[config.mk]
export PLATFORM = sky130hd
export DESIGN_NAME = stream_rr_arbiter
export DESIGN_NICKNAME = d
export VERILOG_FILES = /design/src/rtl/stream_rr_arbiter_pkg.sv /design/src/rtl/rr_pick.sv /design/src/rtl/stream_rr_arbiter.sv
export SDC_FILE = /design/constraint.sdc
export NUM_CORES = 1
export LEC_CHECK = 0
export ABC_AREA = 1
export CAP_MARGIN = 5
export CORE_ASPECT_RATIO = 2
export CORE_MARGIN = 10
export CORE_UTILIZATION = 39
export CTS_CLUSTER_SIZE = 8
export DETAILED_ROUTE_END_ITERATION = 8
export PLACE_DENSITY_LB_ADDON = 0.1
export SLEW_MARGIN = 10
export SYNTH_ARGS = -nofsm -noshare
export SYNTH_HDL_FRONTEND = slang
export SYNTH_SLANG_ARGS = --single-unit
[constraint.sdc]
create_clock -name clk -period 2.7 [get_ports clk]
set_clock_uncertainty 0.1 [all_clocks]
set_input_delay 0.675 -clock clk [delete_from_list [all_inputs] [get_ports clk]]
set_output_delay 0.675 -clock clk [all_outputs]
set_load 0.02 [all_outputs]
[src/rtl/stream_rr_arbiter_pkg.sv]
// stream_rr_arbiter_pkg: definitions shared by stream_rr_arbiter and rr_pick.
// Holds the requester ceiling, the source-tag width helper and the default
// data width. These are the contents otherwise kept in stream_arb_defs.vh.
// They live here so that every consumer gets them through a package import.
// The optional burst lock is selected with STREAM_RR_ARBITER_LOCK_EN and is
// handled in stream_rr_arbiter.sv.

`ifndef intN
`define intN 32
`endif

package stream_rr_arbiter_pkg;

  // Largest requester count any arbiter built on rr_pick supports.
  localparam int STREAM_ARB_MAX_REQ = 8;

  // Tag width needed to encode n requesters. Never returns less than 1.
  function automatic int clog2_min1(input int n);
    int r;
    r = 0;
    for (int i = 0; i < 31; i++) begin
      if ((1 << i) < n) r = i + 1;
    end
    return (r < 1) ? 1 : r;
  endfunction

endpackage

[src/rtl/rr_pick.sv]
// rr_pick: combinational round-robin picker. Given a request vector and a
// starting priority index, it returns the first requester found when scanning
// prio, prio+1, ... (mod NUM_REQ). The result is a one-hot grant, its index
// and an "any" flag. It is shared with other resource schedulers.

module rr_pick
  import stream_rr_arbiter_pkg::*;
#(
  parameter int NUM_REQ = 4,
  parameter int SRC_W   = 2
) (
  input  logic [NUM_REQ-1:0] i_req,
  input  logic [SRC_W-1:0]   i_prio,
  output logic [NUM_REQ-1:0] o_grant,
  output logic [SRC_W-1:0]   o_idx,
  output logic               o_any
);

  // Scan from the farthest offset down to prio so the nearest request wins.
  always_comb begin
    int                 w_pos;
    logic [SRC_W-1:0]   w_sel;
    // NOTE: every output gets a default first so no path leaves it unassigned,
    // which would otherwise infer a latch.
    o_grant = '0;
    o_idx   = '0;
    o_any   = 1'b0;
    w_pos   = 0;
    w_sel   = '0;
    for (int k = NUM_REQ - 1; k >= 0; k--) begin
      w_pos = (int'(i_prio) + k) % NUM_REQ;
      w_sel = SRC_W'(w_pos);
      if (i_req[w_sel]) begin
        o_grant        = '0;
        o_grant[w_sel] = 1'b1;
        o_idx          = w_sel;
        o_any          = 1'b1;
      end
    end
  end

endmodule

[src/rtl/stream_rr_arbiter.sv]
// stream_rr_arbiter: shares one registered output slot between NUM_REQ
// valid/ready producers, using round-robin arbitration. Each word is tagged
// with the index of its source.
// Optional feature: define STREAM_RR_ARBITER_LOCK_EN to hold the grant on one
// producer until it presents sIn_last. Without it, arbitration is per word and
// sIn_last is ignored.

module stream_rr_arbiter
  import stream_rr_arbiter_pkg::*;
#(
  parameter int NUM_REQ = 4,
  parameter int W       = `intN,
  parameter int SRC_W   = 2
) (
  input  logic                 clk,
  input  logic                 rst,
  input  logic [NUM_REQ*W-1:0] sIn,
  input  logic [NUM_REQ-1:0]   sIn_valid,
  output logic [NUM_REQ-1:0]   sIn_ready,
  input  logic [NUM_REQ-1:0]   sIn_last,
  output logic [W-1:0]         sOut,
  output logic                 sOut_valid,
  input  logic                 sOut_ready,
  output logic [SRC_W-1:0]     sOut_src
);

  // Reject impossible configurations at elaboration.
  if (NUM_REQ < 2 || NUM_REQ > STREAM_ARB_MAX_REQ) begin : g_bad_num_req
    $error("stream_rr_arbiter: NUM_REQ must be in 2..%0d", STREAM_ARB_MAX_REQ);
  end
  if (SRC_W != clog2_min1(NUM_REQ)) begin : g_bad_src_w
    $error("stream_rr_arbiter: SRC_W must equal clog2(NUM_REQ), minimum 1");
  end

  logic [SRC_W-1:0]   r_prio;
  logic               r_out_valid;
  logic [W-1:0]       r_out_data;
  logic [SRC_W-1:0]   r_out_src;

  logic [NUM_REQ-1:0] w_req;
  logic [NUM_REQ-1:0] w_grant;
  logic [SRC_W-1:0]   w_idx;
  logic               w_any;
  logic               w_slot_free;
  logic               w_xfer;
  logic               w_prio_upd;
  logic [SRC_W-1:0]   w_next_prio;
  logic [W-1:0]       w_sel_data;

  // The slot can take a word when it is empty or is being drained this cycle.
  assign w_slot_free = !r_out_valid || sOut_ready;

`ifdef STREAM_RR_ARBITER_LOCK_EN
  logic               r_lock;
  logic [SRC_W-1:0]   r_owner;
  logic [NUM_REQ-1:0] w_owner_mask;
  logic               w_last;

  // One-hot mask of the current burst owner.
  always_comb begin
    w_owner_mask          = '0;
    w_owner_mask[r_owner] = 1'b1;
  end

  // While locked, only the owner may compete. An idle owner therefore stalls
  // everyone else.
  assign w_req  = r_lock ? (sIn_valid & w_owner_mask) : sIn_valid;
  assign w_last = sIn_last[w_idx];

  // Priority moves on only when a burst ends (or for a single-word burst).
  // On release this yields owner+1.
  assign w_prio_upd = w_xfer && w_last;

  // Lock on a non-final word and release on the owner's final word.
  always_ff @(posedge clk) begin
    if (rst) begin
      r_lock  <= 1'b0;
      r_owner <= '0;
    end else if (w_xfer) begin
      if (!w_last) begin
        r_lock  <= 1'b1;
        r_owner <= w_idx;
      end else begin
        r_lock  <= 1'b0;
      end
    end
  end
`else
  logic w_unused_last;

  assign w_req         = sIn_valid;
  assign w_prio_upd    = w_xfer;
  assign w_unused_last = ^sIn_last;
`endif

  rr_pick #(
    .NUM_REQ (NUM_REQ),
    .SRC_W   (SRC_W)
  ) u_pick (
    .i_req   (w_req),
    .i_prio  (r_prio),
    .o_grant (w_grant),
    .o_idx   (w_idx),
    .o_any   (w_any)
  );

  // Ready is the grant qualified by slot space. It is forced low during reset.
  assign sIn_ready  = rst ? '0 : (w_grant & {NUM_REQ{w_slot_free}});
  assign w_xfer     = !rst && w_any && w_slot_free;
  assign w_sel_data = sIn[int'(w_idx)*W +: W];
  assign w_next_prio = (w_idx == SRC_W'(NUM_REQ - 1)) ? '0 : w_idx + 1'b1;

  // Round-robin pointer: starts the next scan just past the last winner.
  always_ff @(posedge clk) begin
    // NOTE: sequential state uses non-blocking assignments so that every
    // register samples pre-edge values, whatever order the blocks run in.
    if (rst) begin
      r_prio <= '0;
    end else if (w_prio_upd) begin
      r_prio <= w_next_prio;
    end
  end

  // Output slot: load on transfer, empty on consume without refill.
  always_ff @(posedge clk) begin
    // NOTE: the data and tag registers are reset along with valid. This keeps
    // the post-reset output deterministic instead of leaking a dropped word.
    if (rst) begin
      r_out_valid <= 1'b0;
      r_out_data  <= '0;
      r_out_src   <= '0;
    end else if (w_xfer) begin
      r_out_valid <= 1'b1;
      r_out_data  <= w_sel_data;
      r_out_src   <= w_idx;
    end else if (sOut_ready) begin
      r_out_valid <= 1'b0;
    end
  end

  assign sOut       = r_out_data;
  assign sOut_valid = r_out_valid;
  assign sOut_src   = r_out_src;

endmodule

==> results.ini <==
[status]
status=finished, final reports clean

[sta]
finalSetupViolCount=0
final_max_slew_viol_count=0
slew-limit-headroom_pct=80.17
finalCriticalPeriod_ns=2.621
clock.fmax_mhz=381.6
fin_crit_sh_pct=97.07
tightest_slew_ns=0.2965
fin_setup_tns_ns=0
hold_ws_ns=0.3655
fin_ws_ns=0.07924
hold_viol=0

[worst_setup_path]
cp_cell_sequence=clkdlybuf4s15_1 > inv_1 > nand2_2 > buf_4 > nand3_2 > nand2_4 > inv_4 > o211ai_1 > a21oi_1 > buf_4
path_buf_inv=5
cp.depth=10
crit_family=buffers and inverters
slowest_delay_ns=0.18
start_kind=primary input
crit_type=primary input to primary output
cpMostUsedCell=buf_4
cp_slowest_cell=clkdlybuf4s15_1
crit_arrival_ns=1.85
worstRegToRegCells=16
worstPathRequired_ns=1.92
cp-end-kind=primary output
cp_max_fo=7

[grt]
grt_pass1_vias=4114
gr-total-overflow=0
grt_usage_pct=19.37
grt_max_degree=36
grt_pass1_wl_um=19860
antenna_found_initial=1

[finish]
syn2layout_area_growth_pct=71.41
n_fill_cell=716
area.sequential_um2=743.2
multiInputGateArea_um2=2021
nets=857
final_layout_size_suffix_gt1_share_pct=15.47
design_area_um2=5379

[yosys]
synth.top_cell.area_share_pct=23.60
async_flop_share_pct=0
syn_nets=670
netlist_top_cells_count=160 x nand2_1, 120 x nand3_1, 57 x inv_1
seq_area_frac_synth_pct=23.60
synthTopCellsByArea=dfxtp_1 24%, nand2_1 19%, nand3_1 19%
synth_flop_cell=dfxtp_1
yosys_warnings=0
synth_seq_cells=37
yosysTopAreaCell=dfxtp_1
syn_avg_cell_area_um2=6.000
synth_most_common_cell=nand2_1
syn_area_um2=3138
syn_inst=523
synth_cell_types=25
synth_edf_count=0

[drt]
first_pass_iters=6
via_per_inst=4.906
route.antenna.remaining_nets=0
wl_per_cell_um=15.28
dr.first_iter.drc_count=168
vias=3964
wl_um=12340
drc_errors=0

[min_path]
hp-class=flop to flop
holdPathStages=2

[floorplan]
initial_utilization_pct=39.80
core_um2=7885
fp.dieW_um=83.43
dieArea_um2=12250
rows=46
dieHeight_um=146.9
io_pins=178

[placement]
port_buffers=173
dp_hpwl_um=10140
dpl_cell_area_um2=5094
place_congestion=0.9236
post-place-ws_ns=-0.7041

[clock_network]
cts_tree=done
clockBufferDepth=2
cts_htree_levels=2
cts.clk_slew.worst_paths_ns=0.06
clk_latency_ns=0.28
root_buffer=clkbuf_16
clock_sinks=37
cts_buffers=5

[power_and_ir_drop]
peakVddDrop_v=0.0006900
power.density_nw_per_um2=1166
leakagePower_nw=2.549
power_mw=6.272

[job]
drv_cap=0

report_power, final:
group / total (mW) / internal, mW / switching, mW
logic: 4.65 / 1.92 / 2.72
clock network: 0.692 / 0.461 / 0.232
registers: 0.934 / 0.805 / 0.129
sequential cells by signal (all words and copies together) (netlist names):
signal and flops:
r_prio 2, sOut 32, sOut_src 2, sOut_valid 1
cell families (layout without fill, tap and decap cells):
| family | after synthesis | count (layout) | synth area share [%] |
|---|---|---|---|
| adder cells (fa/ha/maj) | 8 | 8 | 3.190 |
| other | 0 | 1 | 0 |
| AO/OA/AOI/OAI | 28 | 28 | 6.459 |
| flip-flops | 37 | 37 | 23.60 |
| AND/OR/NAND/NOR | 355 | 355 | 51.08 |
| buffers and inverters | 95 | 283 | 15.67 |
layout make-up:
| cell class | instances | area share (%) |
|---|---|---|
| Timing Repair Buffer | 211 | 38.26 |
| Inverter | 64 | 4.792 |
| Clock inverter | 2 | 0.6978 |
| Tap cell | 96 | 2.233 |
| Antenna cell | 1 | 0.04652 |
| Sequential cell | 37 | 13.82 |
| Clock buffer | 6 | 2.582 |
| Multi-Input combinational cell | 391 | 37.57 |
worst paths after layout:
path	from	to	slack (ns)
worst max register to register	r_prio[0]	sOut[18]	0.49
worst min-delay path	sOut_src[1]	sOut_src[1]	0.37
worst max-delay path	sIn_valid[2]	sIn_ready[3]	0.08
worst min register to register	sOut_src[1]	sOut_src[1]	0.37
cells in the final DEF, fill, tap and decap left out, drive strengths merged:
| master | instances |
|---|---|
| clkdlybuf4s15 | 1 |
| or2 | 7 |
| clkinvlp | 1 |
| a21oi | 10 |
| nand3 | 126 |
| o211ai | 10 |
| diode | 1 |
| a211oi | 1 |
| dfxtp | 37 |
| clkinv | 1 |
| nor2 | 47 |
| bufinv | 1 |
| o21ai | 7 |
| clkbuf | 9 |
| clkdlybuf4s50 | 165 |
| nand2 | 175 |
| ha | 8 |
| inv | 63 |
| buf | 42 |
worst reg2reg max path: stages, from the launching register on:
cell	delay, ns
dfxtp_2	0.33
inv_4	0.06
buf_4	0.16
nand2_2	0.09
buf_4	0.14
nand3_2	0.08
nand2_4	0.10
buf_4	0.14
nor2_1	0.18
nand2_4	0.10
nand2_4	0.11
buf_12	0.20
nand2_1	0.09
nand3_1	0.07
nand2_1	0.05
nand2_1	0.05
nand2_1	0.05
timing repair:
item | CTS | global route
resized for setup | 32 | 34
hold buffers | 0 | 0
pin swaps | 5 | 13
setup endpoints to repair | 4 | 4
setup buffers | 0 | 1
per-stage QoR:
| stage | std cells | util, % |
|---|---|---|
| floorplan | 523 | - |
| global placement | 798 | 64.60 |
| detailed placement | 798 | 64.60 |
| CTS | 806 | 66.95 |
| global route | 808 | 68.22 |
| finish | 808 | 68.22 |
layer usage:
metal | wire length, um | vias up | part of all wire, % | GRT usage (%)
met1 | 4125 | 1802 | 33 | 16.93
met5 | 0 | - | 0 | 0
met3 | 827 | 18 | 6.7 | 6.035
met2 | 7088 | 122 | 57 | 38.74
li1 | - | 2022 | - | -
met4 | 302 | 0 | 2.4 | 7.744
Power figures use the tool's default switching activity.
==> RTL edit (config.mk and constraints unchanged) <==
`NUM_REQ` is set to 4 in 2 places; all go to 3.
--- a/src/rtl/rr_pick.sv
+++ b/src/rtl/rr_pick.sv
@@ -8,3 +8,3 @@
 #(
-  parameter int NUM_REQ = 4,
+  parameter int NUM_REQ = 3,
   parameter int SRC_W   = 2
--- a/src/rtl/stream_rr_arbiter.sv
+++ b/src/rtl/stream_rr_arbiter.sv
@@ -10,3 +10,3 @@
 #(
-  parameter int NUM_REQ = 4,
+  parameter int NUM_REQ = 3,
   parameter int W       = `intN,
Interface: changed (resized sIn, sIn_last, sIn_ready and sIn_valid); port bits go from 178 to 143. The function was not compared with the original's and may differ.
==> RTL edit against the unedited design <==
  * Setup slack better by 0.039 ns
  * Synthesized area decreased by 17%
  * Routed wire length is 20% lower
  * Sequential cell count is the same
  * Cell area decreased by 19%
Power is not compared: it rests on default switching activity, and its combinational part moved more than twofold at a synthesized area within 25%.
==> RTL edit: results (changes against the unedited design) <==
- Synth top cells by count: nand2_1, nand3_1, inv_1
- Initial antenna violation count: 0 (-1)
- Max stage delay on crit path: 0.33 ns (+0.15 ns)
- Tightest Pin Transition: 0.474 ns (+0.177 ns)
- Synth top area cells: dfxtp_1, nand2_1, nand3_1
- Hpwl dp: 7410 um (-27%)
- Vias in the first global route: 3264 (-21%)
- Ant diodes: 0 (-1)
- Syn Nets: 538 (-20%)
- Global-route usage over all layers: 18.1% (-1.3 points)
- I/O Buffers: 139 (-20%)
- Register area share after synthesis: 28.3% (+4.7 points)
- NumNets Final: 681 (-21%)
- Met2 usage: 34.3% (-4.5 points)
- GR Util met1: 17.5% (+0.59 points)
- DRT Pass-1 Iters: 4 (-2)
- Critical Path AT: 1.81 ns (-0.04 ns)
- Placed inst area: 0.00416 sq mm (-18%)
- M3 GR Usage: 5.59% (-0.45 points)
- Status: finished, final reports clean
- GPL Wtd Cong: 0.874 (-5.4%)
- Drt via density: 4.86 (-1.0%)
- DR WL/cell: 14.9 um (-2.3%)
- Netlist cell types: 24 (-4.0%)
- Delay-heaviest family, CP: simple AND/OR/NAND/NOR gates
- Drt first-iter violations: 153 (-8.9%)
- CP max stage cell: dfxtp_1
- Largest net degree at the start of global routing: 58 (+61%)
- Max Fanout on Critical Path: 6 (-1)
- Global-route wire length before repair: 15600 um (-21%)
## RTL edit: final cells by class
class	instances	area, sq um
Tap cell	88	110
Clock buffer	8	136
Sequential cell	37	742
Timing Repair Buffer	162	1590
Multi-Input combinational cell	295	1500
Fill cell	603	2220
Inverter	71	267
## RTL edit: metal layers
layer	up-vias	share of wire, %
li1	1631	-
met1	1465	36
met2	101	54
met3	13	7.4
met4	0	2.5
met5	-	0
## RTL edit: stage by stage
stage	instances	setup slack, ns
CTS	660	0.0118
detailed placement	651	-0.628
finish	661	0.118
global placement	651	-0.582
global route	661	-0.0000728
floorplan	429	0.0129
## RTL edit: path summary, 6_finish.rpt
path / startpoint / endpoint / slack (ns) / depth (start not counted)
max reg2reg: r_prio[0] / sOut[22] / 0.31 / 15
max: r_prio[0] / sIn_ready[1] / 0.12 / 11
min reg2reg: sOut[11] / sOut[11] / 0.38 / 2
min: sOut[11] / sOut[11] / 0.38 / 2
## RTL edit: worst register-to-register path: stages (launching register included)
cell,delay [ns]
dfxtp_1,0.33
inv_1,0.08
ha_4,0.32
inv_2,0.06
nand2_1,0.07
nand3_1,0.09
nand2_2,0.11
nand3_1,0.12
nand2_2,0.09
buf_6,0.37
nor2_2,0.11
buf_12,0.18
nand3_1,0.10
nand3_1,0.07
nand2_1,0.06
inv_1,0.04
## RTL edit: logic make-up after synthesis
| group | Yosys count | synth area share (%) |
|---|---|---|
| simple gates | 242 | 42.1 |
| buf+inv | 97 | 16.0 |
| compound gates | 49 | 11.6 |
| flops | 37 | 28.3 |
| fa+ha+maj | 4 | 1.91 |
## RTL edit: power breakdown
part	leakage, nW	switching, mW	total [mW]	internal [mW]
Combinational	1.64	1.03	1.86	0.824
Sequential	0.306	0.0704	0.758	0.687
Clock	0.0652	0.217	0.560	0.343
## RTL edit: repair_timing
action / in CTS / in global routing
resized for setup: 23 / 7
buffers inserted: 1 / 1
pin swaps: 3 / 2
endpoints found under the setup margin: 10 / 34
